## src/rtl/spi_pkg.sv

```systemverilog
// -----------------------------------------------------------------------------
// spi_pkg
// Shared constants and types for the SPI slave receiver.
//   DATA_W_DEF : default frame length in bits
//   CNT_W      : width of the bit_count output
//   state_t    : receiver FSM states (IDLE, SHIFT, HOLD)
// -----------------------------------------------------------------------------
package spi_pkg;
   localparam int DATA_W_DEF = 64;
   localparam int CNT_W      = 7;

   typedef enum logic [1:0] {
      IDLE  = 2'd0,
      SHIFT = 2'd1,
      HOLD  = 2'd2
   } state_t;
endpackage

```

## src/rtl/spi_sync_edge.sv

```systemverilog
// -----------------------------------------------------------------------------
// spi_sync_edge
// Multi-flop synchronizer for one asynchronous input plus rise/fall detection
// on the synchronized level.
//   i_clk    : system clock
//   i_rst_n  : asynchronous active-low reset
//   i_async  : asynchronous input
//   o_sync   : synchronized level
//   o_rise   : one-cycle pulse on a synchronized 0->1 transition
//   o_fall   : one-cycle pulse on a synchronized 1->0 transition
// Parameters: SYNC_STAGES (flop depth, >= 1), RST_VAL (idle level of the line;
// reset loads it everywhere so no false edge appears after reset).
// -----------------------------------------------------------------------------
module spi_sync_edge #(
   parameter int   SYNC_STAGES = 2,
   parameter logic RST_VAL     = 1'b0
) (
   input  logic i_clk,
   input  logic i_rst_n,
   input  logic i_async,
   output logic o_sync,
   output logic o_rise,
   output logic o_fall
);

   logic [SYNC_STAGES-1:0] r_sync;
   logic                   r_prev;

   always_ff @(posedge i_clk or negedge i_rst_n) begin
      if (!i_rst_n) begin
         r_sync <= {SYNC_STAGES{RST_VAL}};
         r_prev <= RST_VAL;
      end else begin
         r_sync[0] <= i_async;
         for (int i = 1; i < SYNC_STAGES; i++) r_sync[i] <= r_sync[i-1];
         r_prev <= r_sync[SYNC_STAGES-1];
      end
   end

   assign o_sync = r_sync[SYNC_STAGES-1];
   assign o_rise = o_sync & ~r_prev;
   assign o_fall = ~o_sync & r_prev;

endmodule

```

## src/rtl/spi_slave_rx.sv

```systemverilog
// -----------------------------------------------------------------------------
// spi_slave_rx
// SPI slave (mode 0, MSB first) receiver running entirely in the sclk_s domain.
// spi_sclk / spi_cs / spi_mosi are oversampled through spi_sync_edge, so sclk_s
// must be at least 4x spi_sclk.
//   sclk_s    : system clock          reset_n  : async active-low reset
//   spi_sclk  : SPI clock (async)     spi_cs   : chip select, active low
//   spi_mosi  : serial data in        spi_miso : serial data out
//   tx_data   : response word         tx_load  : load tx_data (IDLE only)
//   rx_data   : last complete word    rx_valid : unacknowledged word present
//   rx_ack    : consumer acknowledge  overrun  : sticky, word lost
//   frame_err : 1-cycle pulse, cs released mid-frame
//   bit_count : bits received in the current frame (saturates at DATA_W)
// Optional feature: define SPI_SLAVE_MISO_EN to build the transmit shifter;
// otherwise spi_miso is tied to 0 and tx_data/tx_load are ignored.
// -----------------------------------------------------------------------------
module spi_slave_rx
   import spi_pkg::*;
#(
   parameter int DATA_W      = DATA_W_DEF,
   parameter int SYNC_STAGES = 2
) (
   input  logic              sclk_s,
   input  logic              reset_n,
   input  logic              spi_sclk,
   input  logic              spi_cs,
   input  logic              spi_mosi,
   output logic              spi_miso,
   input  logic [DATA_W-1:0] tx_data,
   input  logic              tx_load,
   output logic [DATA_W-1:0] rx_data,
   output logic              rx_valid,
   input  logic              rx_ack,
   output logic              overrun,
   output logic              frame_err,
   output logic [CNT_W-1:0]  bit_count
);

   localparam logic [CNT_W-1:0] LAST_BIT = CNT_W'(DATA_W - 1);
   localparam logic [CNT_W-1:0] FULL_CNT = CNT_W'(DATA_W);

   // synchronized inputs
   logic w_sclk_rise, w_sclk_fall, w_sclk_lvl_unused;
   logic w_cs_rise, w_cs_fall, w_cs_lvl_unused;
   logic w_mosi, w_mosi_rise_unused, w_mosi_fall_unused;

   spi_sync_edge #(.SYNC_STAGES(SYNC_STAGES), .RST_VAL(1'b0)) u_sync_sclk (
      .i_clk(sclk_s), .i_rst_n(reset_n), .i_async(spi_sclk),
      .o_sync(w_sclk_lvl_unused), .o_rise(w_sclk_rise), .o_fall(w_sclk_fall)
   );

   spi_sync_edge #(.SYNC_STAGES(SYNC_STAGES), .RST_VAL(1'b1)) u_sync_cs (
      .i_clk(sclk_s), .i_rst_n(reset_n), .i_async(spi_cs),
      .o_sync(w_cs_lvl_unused), .o_rise(w_cs_rise), .o_fall(w_cs_fall)
   );

   spi_sync_edge #(.SYNC_STAGES(SYNC_STAGES), .RST_VAL(1'b0)) u_sync_mosi (
      .i_clk(sclk_s), .i_rst_n(reset_n), .i_async(spi_mosi),
      .o_sync(w_mosi), .o_rise(w_mosi_rise_unused), .o_fall(w_mosi_fall_unused)
   );

   // FSM
   state_t            r_state, w_next;
   logic              w_done;    // last bit of the frame sampled this cycle
   logic              w_abort;   // cs released before the frame completed
   logic [DATA_W-1:0] r_shift;
   logic [CNT_W-1:0]  r_bit_cnt;
   logic [DATA_W-1:0] r_rx_data;
   logic              r_rx_valid, r_overrun, r_frame_err;
   logic [DATA_W-1:0] w_word;

   assign w_word = {r_shift[DATA_W-2:0], w_mosi};

   always_ff @(posedge sclk_s or negedge reset_n) begin
      if (!reset_n) r_state <= IDLE;
      else          r_state <= w_next;
   end

   always_comb begin
      w_next  = r_state;
      w_done  = 1'b0;
      w_abort = 1'b0;
      case (r_state)
         IDLE:  if (w_cs_fall) w_next = SHIFT;
         SHIFT: begin
            // cs release wins over a coincident clock edge
            if (w_cs_rise) begin
               w_next  = IDLE;
               w_abort = 1'b1;
            end else if (w_sclk_rise && r_bit_cnt == LAST_BIT) begin
               w_next = HOLD;
               w_done = 1'b1;
            end
         end
         HOLD:  if (w_cs_rise) w_next = IDLE;
         default: w_next = IDLE;
      endcase
   end

   // receive shifter and bit counter
   always_ff @(posedge sclk_s or negedge reset_n) begin
      if (!reset_n) begin
         r_shift   <= '0;
         r_bit_cnt <= '0;
      end else if (r_state == IDLE && w_cs_fall) begin
         r_shift   <= '0;
         r_bit_cnt <= '0;
      end else if (r_state == SHIFT && !w_cs_rise && w_sclk_rise) begin
         r_shift <= w_word;
         if (r_bit_cnt != FULL_CNT) r_bit_cnt <= r_bit_cnt + 1'b1;
      end else if (w_abort) begin
         r_shift <= '0;
      end
   end

   // output word, valid/ack handshake, overrun and frame error
   always_ff @(posedge sclk_s or negedge reset_n) begin
      if (!reset_n) begin
         r_rx_data   <= '0;
         r_rx_valid  <= 1'b0;
         r_overrun   <= 1'b0;
         r_frame_err <= 1'b0;
      end else begin
         r_frame_err <= w_abort;
         if (w_done) begin
            r_rx_data  <= w_word;
            r_rx_valid <= 1'b1;
            // an ack in the completion cycle consumes the old word, no loss
            if (rx_ack)          r_overrun <= 1'b0;
            else if (r_rx_valid) r_overrun <= 1'b1;
         end else if (rx_ack) begin
            r_rx_valid <= 1'b0;
            r_overrun  <= 1'b0;
         end
      end
   end

   assign rx_data   = r_rx_data;
   assign rx_valid  = r_rx_valid;
   assign overrun   = r_overrun;
   assign frame_err = r_frame_err;
   assign bit_count = r_bit_cnt;

`ifdef SPI_SLAVE_MISO_EN
   // transmit shifter: MSB drives miso, shifted on each sclk falling edge
   logic [DATA_W-1:0] r_tx_shift;

   always_ff @(posedge sclk_s or negedge reset_n) begin
      if (!reset_n)                          r_tx_shift <= '0;
      else if (r_state == IDLE && tx_load)   r_tx_shift <= tx_data;
      else if (r_state == SHIFT && w_sclk_fall)
         r_tx_shift <= {r_tx_shift[DATA_W-2:0], 1'b0};
   end

   assign spi_miso = r_tx_shift[DATA_W-1];
`else
   logic w_unused_tx;
   assign w_unused_tx = ^{tx_data, tx_load, w_sclk_fall};
   assign spi_miso    = 1'b0;
`endif

endmodule

```

## config.mk

```make
export PLATFORM = sky130hd
export DESIGN_NAME = spi_slave_rx
export DESIGN_NICKNAME = d
export VERILOG_FILES = /design/src/rtl/spi_pkg.sv /design/src/rtl/spi_sync_edge.sv /design/src/rtl/spi_slave_rx.sv
export SDC_FILE = /design/constraint.sdc
export NUM_CORES = 1
export LEC_CHECK = 0
export CAP_MARGIN = 20
export CORE_ASPECT_RATIO = 1.25
export CORE_MARGIN = 2
export CORE_UTILIZATION = 48
export CTS_CLUSTER_SIZE = 40
export DETAILED_ROUTE_END_ITERATION = 8
export GPL_TIMING_DRIVEN = 0
export PLACE_DENSITY = 0.79
export SETUP_SLACK_MARGIN = 0.02
export SYNTH_ARGS = -nofsm -noshare
export SYNTH_HDL_FRONTEND = slang
export SYNTH_SLANG_ARGS = --single-unit
export TNS_END_PERCENT = 100
```

## constraint.sdc

```tcl
create_clock -name sclk_s -period 2.05 [get_ports sclk_s]
set_input_delay 0.615 -clock sclk_s [delete_from_list [all_inputs] [get_ports sclk_s]]
set_output_delay 0.615 -clock sclk_s [all_outputs]
set_load 0.1 [all_outputs]
```

# After elaboration in Yosys (flattened, before gate mapping)
# Cells that the tools add are included.
# Widths: inputs -> output; s select.
[op_classes]
magnitude_cmp = 0
n_reduce_logical = 14
bitwise_logic = 6
mux = 21
n_eq_ne = 7
n_div = 0
addsub = 1
shift = 0
multipliers = 0
[ops]
columns = ["operator", "count"]
rows = [
  ["$mux 63", 3],
  ["$mux 7", 3],
  ["$mux 1", 10],
  ["$mux 2", 4],
  ["$reduce_bool 2->1", 4],
  ["$add 7x1->7 const B", 1],
  ["$eq 7x6->1 const B", 1],
  ["$ne 7x7->1 const B", 1],
  ["$pmux 2 s3", 1],
  ["$logic_and 1x1->1", 4],
  ["$ne 2x2->1 const B", 2],
  ["$reduce_and 2->1", 2],
  ["$and 1x1->1", 3],
  ["$ne 3x3->1 const B", 1],
  ["$not 1->1", 3],
  ["$reduce_and 3->1", 1],
  ["$reduce_bool 3->1", 1],
  ["$eq 2x1->1 const B", 1],
  ["$eq 2x2->1 const B", 1],
  ["$logic_not 2->1", 1],
  ["$logic_not 1->1", 1],
]
[word_totals]
rom_bits = 0
n_memories = 0
latchBits = 0
word_cells = 61
regBits = 147
out_inout_bits = 75
mem_bits_rw = 0

# Depth between registers and ports, before layout
# Gate-level depths: netlist of the first run.
[logic_depth]
word_depth = 8
ltp_mapped = 7
depth_no_buf = 5

# Modules after synthesis
# A second synthesis of the first run with hierarchy kept.
[unflattened]
hier_cells = 358
hier_area_um2 = 5645.4
[modules_own_cells]
columns = ["mod", "area_each_um2", "n_inst", "cells_per_inst"]
rows = [
  ["spi_slave_rx", 5371.4, 1, 343],
  ["spi_sync_edge at u_sync_mosi ...", 90.1, 2, 5],
  ["spi_sync_edge at u_sync_cs", 93.8, 1, 5],
]

# Worst setup path after synthesis of the first run
# No wires, ideal clock.
[synth_path]
path_type = "reg-to-reg"
start = "register r_bit_cnt[0], in the netlist bit_count[0]"
end = "register r_rx_data[36], in the netlist rx_data[36]"
slack_ns = -0.437
setup_ns = 0.125
n_path_buf = 2
t_arrival_ns = 2.362
required_ns = 1.925
path_stages_with_launch = 8
path_cell_list = "dfrtp_1 -> ha_1 -> nand3_2 -> nor4_4 -> nand2b_2 -> buf_6 -> buf_6 -> mux2_4"
[synth_between]
elab_chain_cells = 5
[synth_rtl]
columns = ["element", "line", "text"]
rows = [
  ["from (decl)", "spi_slave_rx.sv:67", "logic [CNT_W-1:0] r_bit_cnt;"],
  ["from (signal assigned)", "spi_slave_rx.sv:110", "if (r_bit_cnt != FULL_CNT) r_bit_cnt <= r_bit_cnt + 1'b1;"],
  ["$eq 7x6->1", "spi_slave_rx.sv:90", "end else if (w_sclk_rise && r_bit_cnt == LAST_BIT) begin"],
  ["$logic_and 1x1->1", "spi_slave_rx.sv:90", ""],
  ["$mux 1", "spi_slave_rx.sv:90", ""],
  ["$mux 1", "spi_slave_rx.sv:87", "if (w_cs_rise) begin"],
  ["$mux 1", "spi_slave_rx.sv:83", "case (r_state)"],
  ["to (signal assigned)", "spi_slave_rx.sv:126", "r_rx_data <= w_word;"],
  ["to (decl)", "spi_slave_rx.sv:68", "logic [DATA_W-1:0] r_rx_data;"],
]
# Every way passes these cells.
# A chain may end at the register's enable or synchronous reset.

# Worst setup path in the final report of the first run
[layout_path]
start = "register r_bit_cnt[5], in the netlist bit_count[5]"
end = "output bit_count[5]"
[layout_lines]
columns = ["element", "line", "text"]
rows = [
  ["to (decl)", "spi_slave_rx.sv:36", "output logic [CNT_W-1:0] bit_count"],
]
# No word-level cell between the ends.

==> results of run 1 <==
## registers in the layout, summed over array words and instances (netlist names)
name / flops
r_state: 2
bit_count: 7
u_sync_sclk.r_sync: 2
rx_valid: 1
overrun: 1
u_sync_cs.r_sync: 2
u_sync_cs.r_prev: 1
frame_err: 1
rx_data: 64
u_sync_sclk.r_prev: 1
u_sync_mosi.r_sync: 2
r_shift: 63
## worst register-to-register path: cells and delay by family, from the launching register on
kind,cells,cell delay [ns]
and+or+nand+nor,3,0.69
muxes,1,0.31
DFF,1,0.43
buffers and inverters,2,0.34
## layer usage
metal	share of wire (%)	global-route usage, %	wire, um
met1	45	24.4	4790
met2	50	29.2	5330
met3	3.9	5.27	414
met4	0.81	6.34	86
met5	0	0	0
## cell type report
class                      count  area [um2]
buffer                        21         121
clock buffer                  20         457
clock inverter                12         131
fill                         822        3980
inverter                       4        15.0
multi-input combinational    178        1750
sequential                   147        3690
tap                          135         169
timing repair buffer          80         873
## through the flow
stage	util [%]	total power, mW	area, um2
6_report	64.4	6.50	7210
5_1_grt	64.4	6.74	7210
4_1_cts	64.4	6.55	7210
3_5_place_dp	58.6	3.54	6560
3_3_place_gp	58.4	3.51	6530
2_1_floorplan	-	3.35	5570
## cell families after synthesis
family                   share of synthesized area, %
adder cells (fa/ha/maj)                         0.451
AND/OR/NAND/NOR                                  3.68
XOR/XNOR                                        0.316
flip-flops                                       66.4
other                                          0.0676
buffers and inverters                            2.53
AO/OA/AOI/OAI                                    11.2
multiplexers                                     15.4
## timing repair
action | 4_1_cts | 5_1_grt
hold buffers | 0 | 0
resized for setup | 231 | 7
endpoints found under the setup margin | 79 | 71
hold endpoints to repair | 0 | 0
gates cloned | 0 | 0
pin swaps | 0 | 1
## cell usage in the layout (no fill, tap or decap), types with 2 or more instances in the layout
cell type        count
dfrtp_1            138
clkdlybuf4s15_2     67
a22o_1              63
mux2_2              38
mux2_4              27
clkbuf_16           17
buf_2               13
clkbuf_1            10
nand2_1              7
nand2b_1             5
nor2_1               5
buf_6                5
inv_1                4
dfrtp_2              4
clkinvlp_4           4
clkdlybuf4s50_1      4
nor4_1               3
nand3_1              3
clkinv_2             3
dfstp_2              3
nand2b_2             2
a21oi_1              2
o21ai_0              2
a31oi_1              2
xnor2_1              2
mux2i_1              2
dfrtp_4              2
clkinv_4             2
clkbuf_8             2
bufinv_16            2
## how the worst max path moves through the flow
stage                  from           end  slack (ns)
3_5_place_dp   bit_count[6]  bit_count[6]       -0.17
3_3_place_gp        reset_n  bit_count[0]       -6.06
5_1_grt        bit_count[5]  bit_count[5]        0.03
2_1_floorplan  bit_count[6]   rx_data[36]        0.03
6_report       bit_count[5]  bit_count[5]        0.07
4_1_cts        bit_count[3]  bit_count[3]        0.02
## power breakdown
| part | total, mW | switching [mW] | internal, mW |
|---|---|---|---|
| clock network | 3.04 | 1.18 | 1.86 |
| logic | 0.465 | 0.369 | 0.0960 |
| registers | 3.00 | 0.0475 | 2.95 |
| total | 6.50 | 1.60 | 4.90 |
==> results.toml, run 1 <==
[outcome]
status = "completed"

[floorplanning]
initial_core_util_pct = 49.6
fp.dieArea_um2 = 12400
die_w_um = 100
io_pins = 146
rows = 43
die_height_um = 124
coreArea_um2 = 11200

[routing]
firstDrtPassIters = 6
vias = 3279
wl_per_cell_um = 17.8
via_per_inst = 5.49
drtIter0Drc = 130
ant_nets = 0
drc_errors = 0
totalWireLength_mm = 10.6

[worst_setup_path]
cp_top_family = "buffers and inverters"
critPathSlowestCell = "clkdlybuf4s18_2"
r2r_slack_ns = 0.16
critPathKind = "register to primary output"
cp_slowest_stage_delay_ns = 0.55
reg2reg_from = "r_state[1]"
critPathRequiredTime_ns = 1.43
critPathMaxFanout = 5
critPathLaunchType = "register"
end_kind = "primary output"
critPathBufInv = 1
reg2reg_depth = 6
cp.depth = 1
r2r_end = "rx_data[48]"
critPathArrivalTime_ns = 1.36
worstPathCellList = "clkdlybuf4s18_2"

[clocking]
tritoncts = "yes"
clk_pin_slew_worst_paths_ns = 0.06
cts.path.max_buffers = 2
cts_root_buf = "clkbuf_16"
cts.sinks = 147
clkLatencyLatePin_ns = 0.41
h-tree-depth = 4
post_cts_buffers = 0
cts_made_buffers = 17

[synth]
synth-edff-count = 0
synth_most_common_cell = "dfrtp_1"
netlist_top_cells_area = "dfrtp_1, a22o_1, mux2_2"
syn_avg_cell_area_um2 = 15.8
ys_types = 35
synth_cells = 351
synthesis.nets = 424
synthArstFlopShare_pct = 100
synthTopCellsByCount = "dfrtp_1, a22o_1, mux2_2, mux2_4, clkbuf_1"
ys_ff_latch = 147
netlist_area_um2 = 5550
synth_top_area_share_pct = 65.0
ys_warn_count = 0
yosysSeqAreaShare_pct = 66.4
synth-main-ff-cell = "dfrtp_1"
yosysTopAreaCell = "dfrtp_1"

[sta]
final.setup.tns_ns = 0
fin_skew_ns = 0.00698
finalCritPeriodShare_pct = 96.4
worst_pin_slew_ns = 0.945
whs_ns = 0.172
rsz0062_at_grt = "false"
finalHoldViolCount = 0
clock.fmax_mhz = 506
final-max-slew-violation-count = 0
max_slew_margin_pct = 36.1
setup_ws_ns = 0.0730
layout_min_cycle_time_ns = 1.98
setup_violations = 0

[grt]
gr-usage-all-layers_pct = 18.4
grt_max_degree = 90
antenna_found_initial = 0
grt_pass1_vias = 3480
grt_pass1_wl_mm = 17.6
overflow = 0

[power]
leakagePower_nw = 3.49
ir_drop_v = 0.000720
powerDensity_nw_per_um2 = 901

[placed_design]
post-place-ws_ns = -0.169
dpl.hpwl_mm = 7.07
globalplace.congestion = 0.754
dp.cells = 566
port_buffers = 79

[cells_and_area]
drive_gt1_share_pct = 43.7
final_cells = 597
syn2layout_area_growth_pct = 30.0
nets = 522
n_antenna_cell = 0

[min_path]
min_path_type = "input port to async pin"

[flow_run]
drv_cap = 0
Note: power is estimated with default switching activity, not from simulation.
==> run 2: changes to the inputs <==
--- a/config.mk
+++ b/config.mk
@@ -8,11 +8,12 @@
 export CAP_MARGIN = 20
 export CORE_ASPECT_RATIO = 1.25
 export CORE_MARGIN = 2
-export CORE_UTILIZATION = 48
+export CORE_UTILIZATION = 50
+export CTS_BUF_LIST = sky130_fd_sc_hd__clkbuf_4 sky130_fd_sc_hd__clkbuf_8
 export CTS_CLUSTER_SIZE = 40
 export DETAILED_ROUTE_END_ITERATION = 8
 export GPL_TIMING_DRIVEN = 0
-export PLACE_DENSITY = 0.79
+export PLACE_DENSITY = 0.88
 export SETUP_SLACK_MARGIN = 0.02
 export SYNTH_ARGS = -nofsm -noshare
 export SYNTH_HDL_FRONTEND = slang
==> results.toml, run 2 (synthesized netlist as in run 1, its figures left out) <==
[worst_setup_path]
critPathBufInv = 1
r2r_slack_ns = 0.12
critPathArrivalTime_ns = 1.37
cp_slowest_stage_delay_ns = 0.56
critPathRequiredTime_ns = 1.43
critPathKind = "register to primary output"
critPathLaunchType = "register"
reg2reg_depth = 6
reg2reg_from = "u_sync_sclk.r_prev"
crit_path_start = "rx_data[57]"
r2r_end = "rx_data[60]"
critPathSlowestCell = "clkdlybuf4s15_2"
end_kind = "primary output"
cp_top_family = "buffers and inverters"
worstPathCellList = "clkdlybuf4s15_2"
critPathMaxFanout = 2

[power]
power_mw = 5.71
powerDensity_nw_per_um2 = 831
ir_drop_v = 0.000680
leakagePower_nw = 3.47

[flow_run]
drv_cap = 0

[sta]
finalHoldViolCount = 0
final.setup.tns_ns = 0
clock.fmax_mhz = 505
finalCritPeriodShare_pct = 96.7
rsz0062_at_grt = "false"
worst_pin_slew_ns = 0.548
fin_skew_ns = 0.0113
whs_ns = 0.105
final-max-slew-violation-count = 0
layout_min_cycle_time_ns = 1.98
setup_violations = 0
max_slew_margin_pct = 63.3

[floorplanning]
coreArea_um2 = 11000
rows = 43
initial_core_util_pct = 50.5
fp.dieArea_um2 = 12000
io_pins = 146
die_w_um = 98.2
die_height_um = 122

[placed_design]
port_buffers = 79
dpl.hpwl_mm = 6.98
globalplace.congestion = 0.788

[cells_and_area]
layout_common_cells = "dfrtp_1, a22o_1, mux2_2"
final_common_cell = "dfrtp_1"
largest_reg_flops = 64
syn2layout_area_growth_pct = 23.9
nFillCells = 846
drive_gt1_share_pct = 43.9
nets = 522
n_antenna_cell = 0
post-route-util_pct = 62.6

[routing]
via_per_inst = 5.50
totalWireLength_mm = 10.4
ant_nets = 0
vias = 3286
wl_per_cell_um = 17.5
drc_errors = 0
drtIter0Drc = 101
firstDrtPassIters = 4

[clocking]
cts.path.max_buffers = 2
cts_root_buf = "clkbuf_8"
h-tree-depth = 4
clkLatencyLatePin_ns = 0.45
postCtsHoldBufs = 0
clk_pin_slew_worst_paths_ns = 0.08
post_cts_buffers = 0
cts_made_buffers = 17
cts.sinks = 147
tritoncts = "yes"

[min_path]
min_path_type = "input port to async pin"

[grt]
grt_max_degree = 94
grt_pass1_vias = 3473
grt_pass1_wl_mm = 17.6
gr-usage-all-layers_pct = 18.9
overflow = 0
antenna_found_initial = 0

[outcome]
status = "completed"
run 2: worst max path at each step:
stage,end,slack [ns],depth (start not counted)
after floorplan,rx_data[36],0.03,5
after global placement,bit_count[1],-5.92,1
after detailed placement,bit_count[6],-0.16,1
after CTS,rx_data[6],0.02,1
after global routing,rx_data[60],0.01,6
final,rx_data[57],0.07,1
run 2: final cells by class:
class,count,area [um2],area share (%)
flip-flops and latches,147,3690,53.7
well taps,135,169,2.46
multi-input cells,178,1750,25.5
plain buffers,21,121,1.77
inverters,4,15.0,0.218
repair buffers,80,724,10.5
clock buffers,20,269,3.91
clock inverters,12,130,1.89
run 2: what timing repair did:
| item | 4_1_cts | 5_1_grt |
|---|---|---|
| cloned | 0 | 0 |
| resized for setup | 240 | 63 |
| endpoints found under the setup margin | 75 | 111 |
| pin swaps | 0 | 1 |
run 2: power breakdown:
group / total (mW) / switching (mW) / leakage, nW / internal (mW)
registers: 2.99 / 0.0464 / 2.02 / 2.94
logic: 0.471 / 0.374 / 1.25 / 0.0972
clock network: 2.25 / 1.09 / 0.203 / 1.16
total: 5.71 / 1.51 / 3.47 / 4.20
run 2: per-layer routing:
metal | routed length [um] | vias up | global-route usage, %
li1 | - | 1479 | -
met1 | 4550 | 1694 | 24.5
met2 | 5140 | 93 | 29.8
met3 | 579 | 20 | 7.11
met4 | 161 | 0 | 5.91
met5 | 0 | - | 0
run 2: metrics by stage:
step | setup slack (ns) | cell area [um2] | cells
after global placement | -5.92 | 6530 | 565
after global routing | 0.0137 | 6870 | 597
after floorplan | 0.0274 | 5570 | 351
after detailed placement | -0.163 | 6560 | 566
final | 0.0685 | 6870 | 597
after CTS | 0.0209 | 7010 | 598
==> run 3: changes to the inputs <==
--- a/config.mk
+++ b/config.mk
@@ -14,6 +14,7 @@
 export DETAILED_ROUTE_END_ITERATION = 8
 export GPL_TIMING_DRIVEN = 0
 export PLACE_DENSITY = 0.88
+export RECOVER_POWER = 25
 export SETUP_SLACK_MARGIN = 0.02
 export SYNTH_ARGS = -nofsm -noshare
 export SYNTH_HDL_FRONTEND = slang
==> results.toml, run 3 (synthesized netlist as in run 1, its figures left out) <==
[outcome]
status = "completed"

[clocking]
cts_root_buf = "clkbuf_8"
cts.sinks = 147
clk_pin_slew_worst_paths_ns = 0.08
cts.path.max_buffers = 2
tritoncts = "yes"
cts_made_buffers = 17
clkLatencyLatePin_ns = 0.45
post_cts_buffers = 0
h-tree-depth = 4

[routing]
drc_errors = 0
ant_nets = 0
firstDrtPassIters = 4
totalWireLength_mm = 10.4
drtIter0Drc = 101
wl_per_cell_um = 17.5
vias = 3291
via_per_inst = 5.51

[cells_and_area]
post-route-util_pct = 62.6
finalInstanceArea_um2 = 6870
drive_gt1_share_pct = 43.9
final_common_cell = "dfrtp_1"
syn2layout_area_growth_pct = 23.8
nets = 522
layout_common_cells = "dfrtp_1, a22o_1, mux2_2"
n_antenna_cell = 0
largest_reg_flops = 64

[grt]
gr-usage-all-layers_pct = 18.9
overflow = 0
grt_use_met1_pct = 24.5
globalRouteMet2Util_pct = 29.8
grt_busiest_layer = "met2"
antenna_found_initial = 0
grtUsageMet3_pct = 7.11
grt_max_degree = 94
grt_pass1_vias = 3473
grt_pass1_wl_mm = 17.6

[floorplanning]
fp.dieArea_um2 = 12000
die_w_um = 98.2
initial_core_util_pct = 50.5
io_pins = 146
rows = 43
coreArea_um2 = 11000
die_height_um = 122

[worst_setup_path]
critPathMaxFanout = 2
critPathBufInv = 1
end_kind = "primary output"
critPathKind = "register to primary output"
critPathSlowestCell = "clkdlybuf4s15_2"
critPathLaunchType = "register"
cp_top_family = "buffers and inverters"
r2r_end = "rx_data[60]"
crit_path_start = "rx_data[57]"
worstPathCellList = "clkdlybuf4s15_2"
critPathArrivalTime_ns = 1.37
critPathRequiredTime_ns = 1.43
cp_slowest_stage_delay_ns = 0.56
reg2reg_depth = 6
reg2reg_from = "u_sync_sclk.r_prev"
r2r_slack_ns = 0.12

[power]
p_comb_share_pct = 8.2
pwr-share-seq_pct = 52.4
ir_drop_v = 0.000680
switching_share_pct = 26.4
internal_power_mw = 4.20
power_mw = 5.71
powerDensity_nw_per_um2 = 831
switchingPower_mw = 1.51
leakagePower_nw = 3.47
clockPowerShare_pct = 39.4

[sta]
setup_ws_ns = 0.0686
worst_pin_slew_ns = 1.37
finalCritPeriodShare_pct = 96.7
clock.fmax_mhz = 505
finalHoldViolCount = 0
layout_min_cycle_time_ns = 1.98
rsz0062_at_grt = "false"
setup_violations = 0
final-max-slew-violation-count = 0
final.setup.tns_ns = 0
fin_skew_ns = 0.0113
max_slew_margin_pct = 8.62

[min_path]
min_path_type = "register to register"
worstHoldEndpoint = "u_sync_sclk.r_sync[1]"
hold_start = "u_sync_sclk.r_sync[0]"
min_path_cells = 0

[flow_run]
drv_cap = 0

[placed_design]
placed_area_um2 = 6560
globalplace.congestion = 0.788
dpl.hpwl_mm = 6.98
port_buffers = 79
post-place-ws_ns = -0.163
==> run 3: worst register-to-register path, cell delays in order (launching register included) <==
cell and delay (ns):
dfrtp_1 0.36, nand2b_1 0.28, nor4_4 0.39, nand2b_2 0.15, buf_6 0.18, buf_6 0.16, mux2_4 0.31
==> run 3: how the worst max path moves through the flow <==
stage | endpoint | slack (ns) | cells after the start
after global placement | bit_count[1] | -5.92 | 1
final | rx_data[57] | 0.07 | 1
after detailed placement | bit_count[6] | -0.16 | 1
after CTS | rx_data[6] | 0.02 | 1
after floorplan | rx_data[36] | 0.03 | 5
after global routing | rx_data[60] | 0.01 | 6
==> run 3: per-stage QoR <==
step	hold slack (ns)	instances
2_1_floorplan	0.319	351
3_3_place_gp	0.333	565
3_5_place_dp	0.340	566
4_1_cts	0.108	598
5_1_grt	0.360	597
6_report	0.361	597
==> run 3: power groups by stage <==
stage / registers [mW] / clock network (mW) / logic [mW]
floorplan: 3.17 / 0 / 0.180
global placement: 3.04 / 0 / 0.463
detailed placement: 3.05 / 0 / 0.487
CTS: 2.99 / 2.30 / 0.476
global route: 3.00 / 2.44 / 0.515
finish: 2.99 / 2.25 / 0.468
==> run 3: timing repair <==
action / CTS / global route
pin swaps: 0 / 1
setup endpoints to repair: 75 / 111
gates resized for setup: 240 / 63
hold buffers: 0 / 0
==> run 3: layout make-up <==
cell class                 count  area [um2]
fill                         847        4110
sequential                   147        3690
multi-input combinational    178        1750
timing repair buffer          80         718
clock buffer                  20         269
tap                          135         169
clock inverter                12         130
buffer                        21         121
inverter                       4        15.0
==> run 3: per-layer routing <==
metal,vias to the layer above,wire (um)
li1,1479,-
met2,95,5140
met5,-,0
met1,1697,4540
met3,20,577
met4,0,161
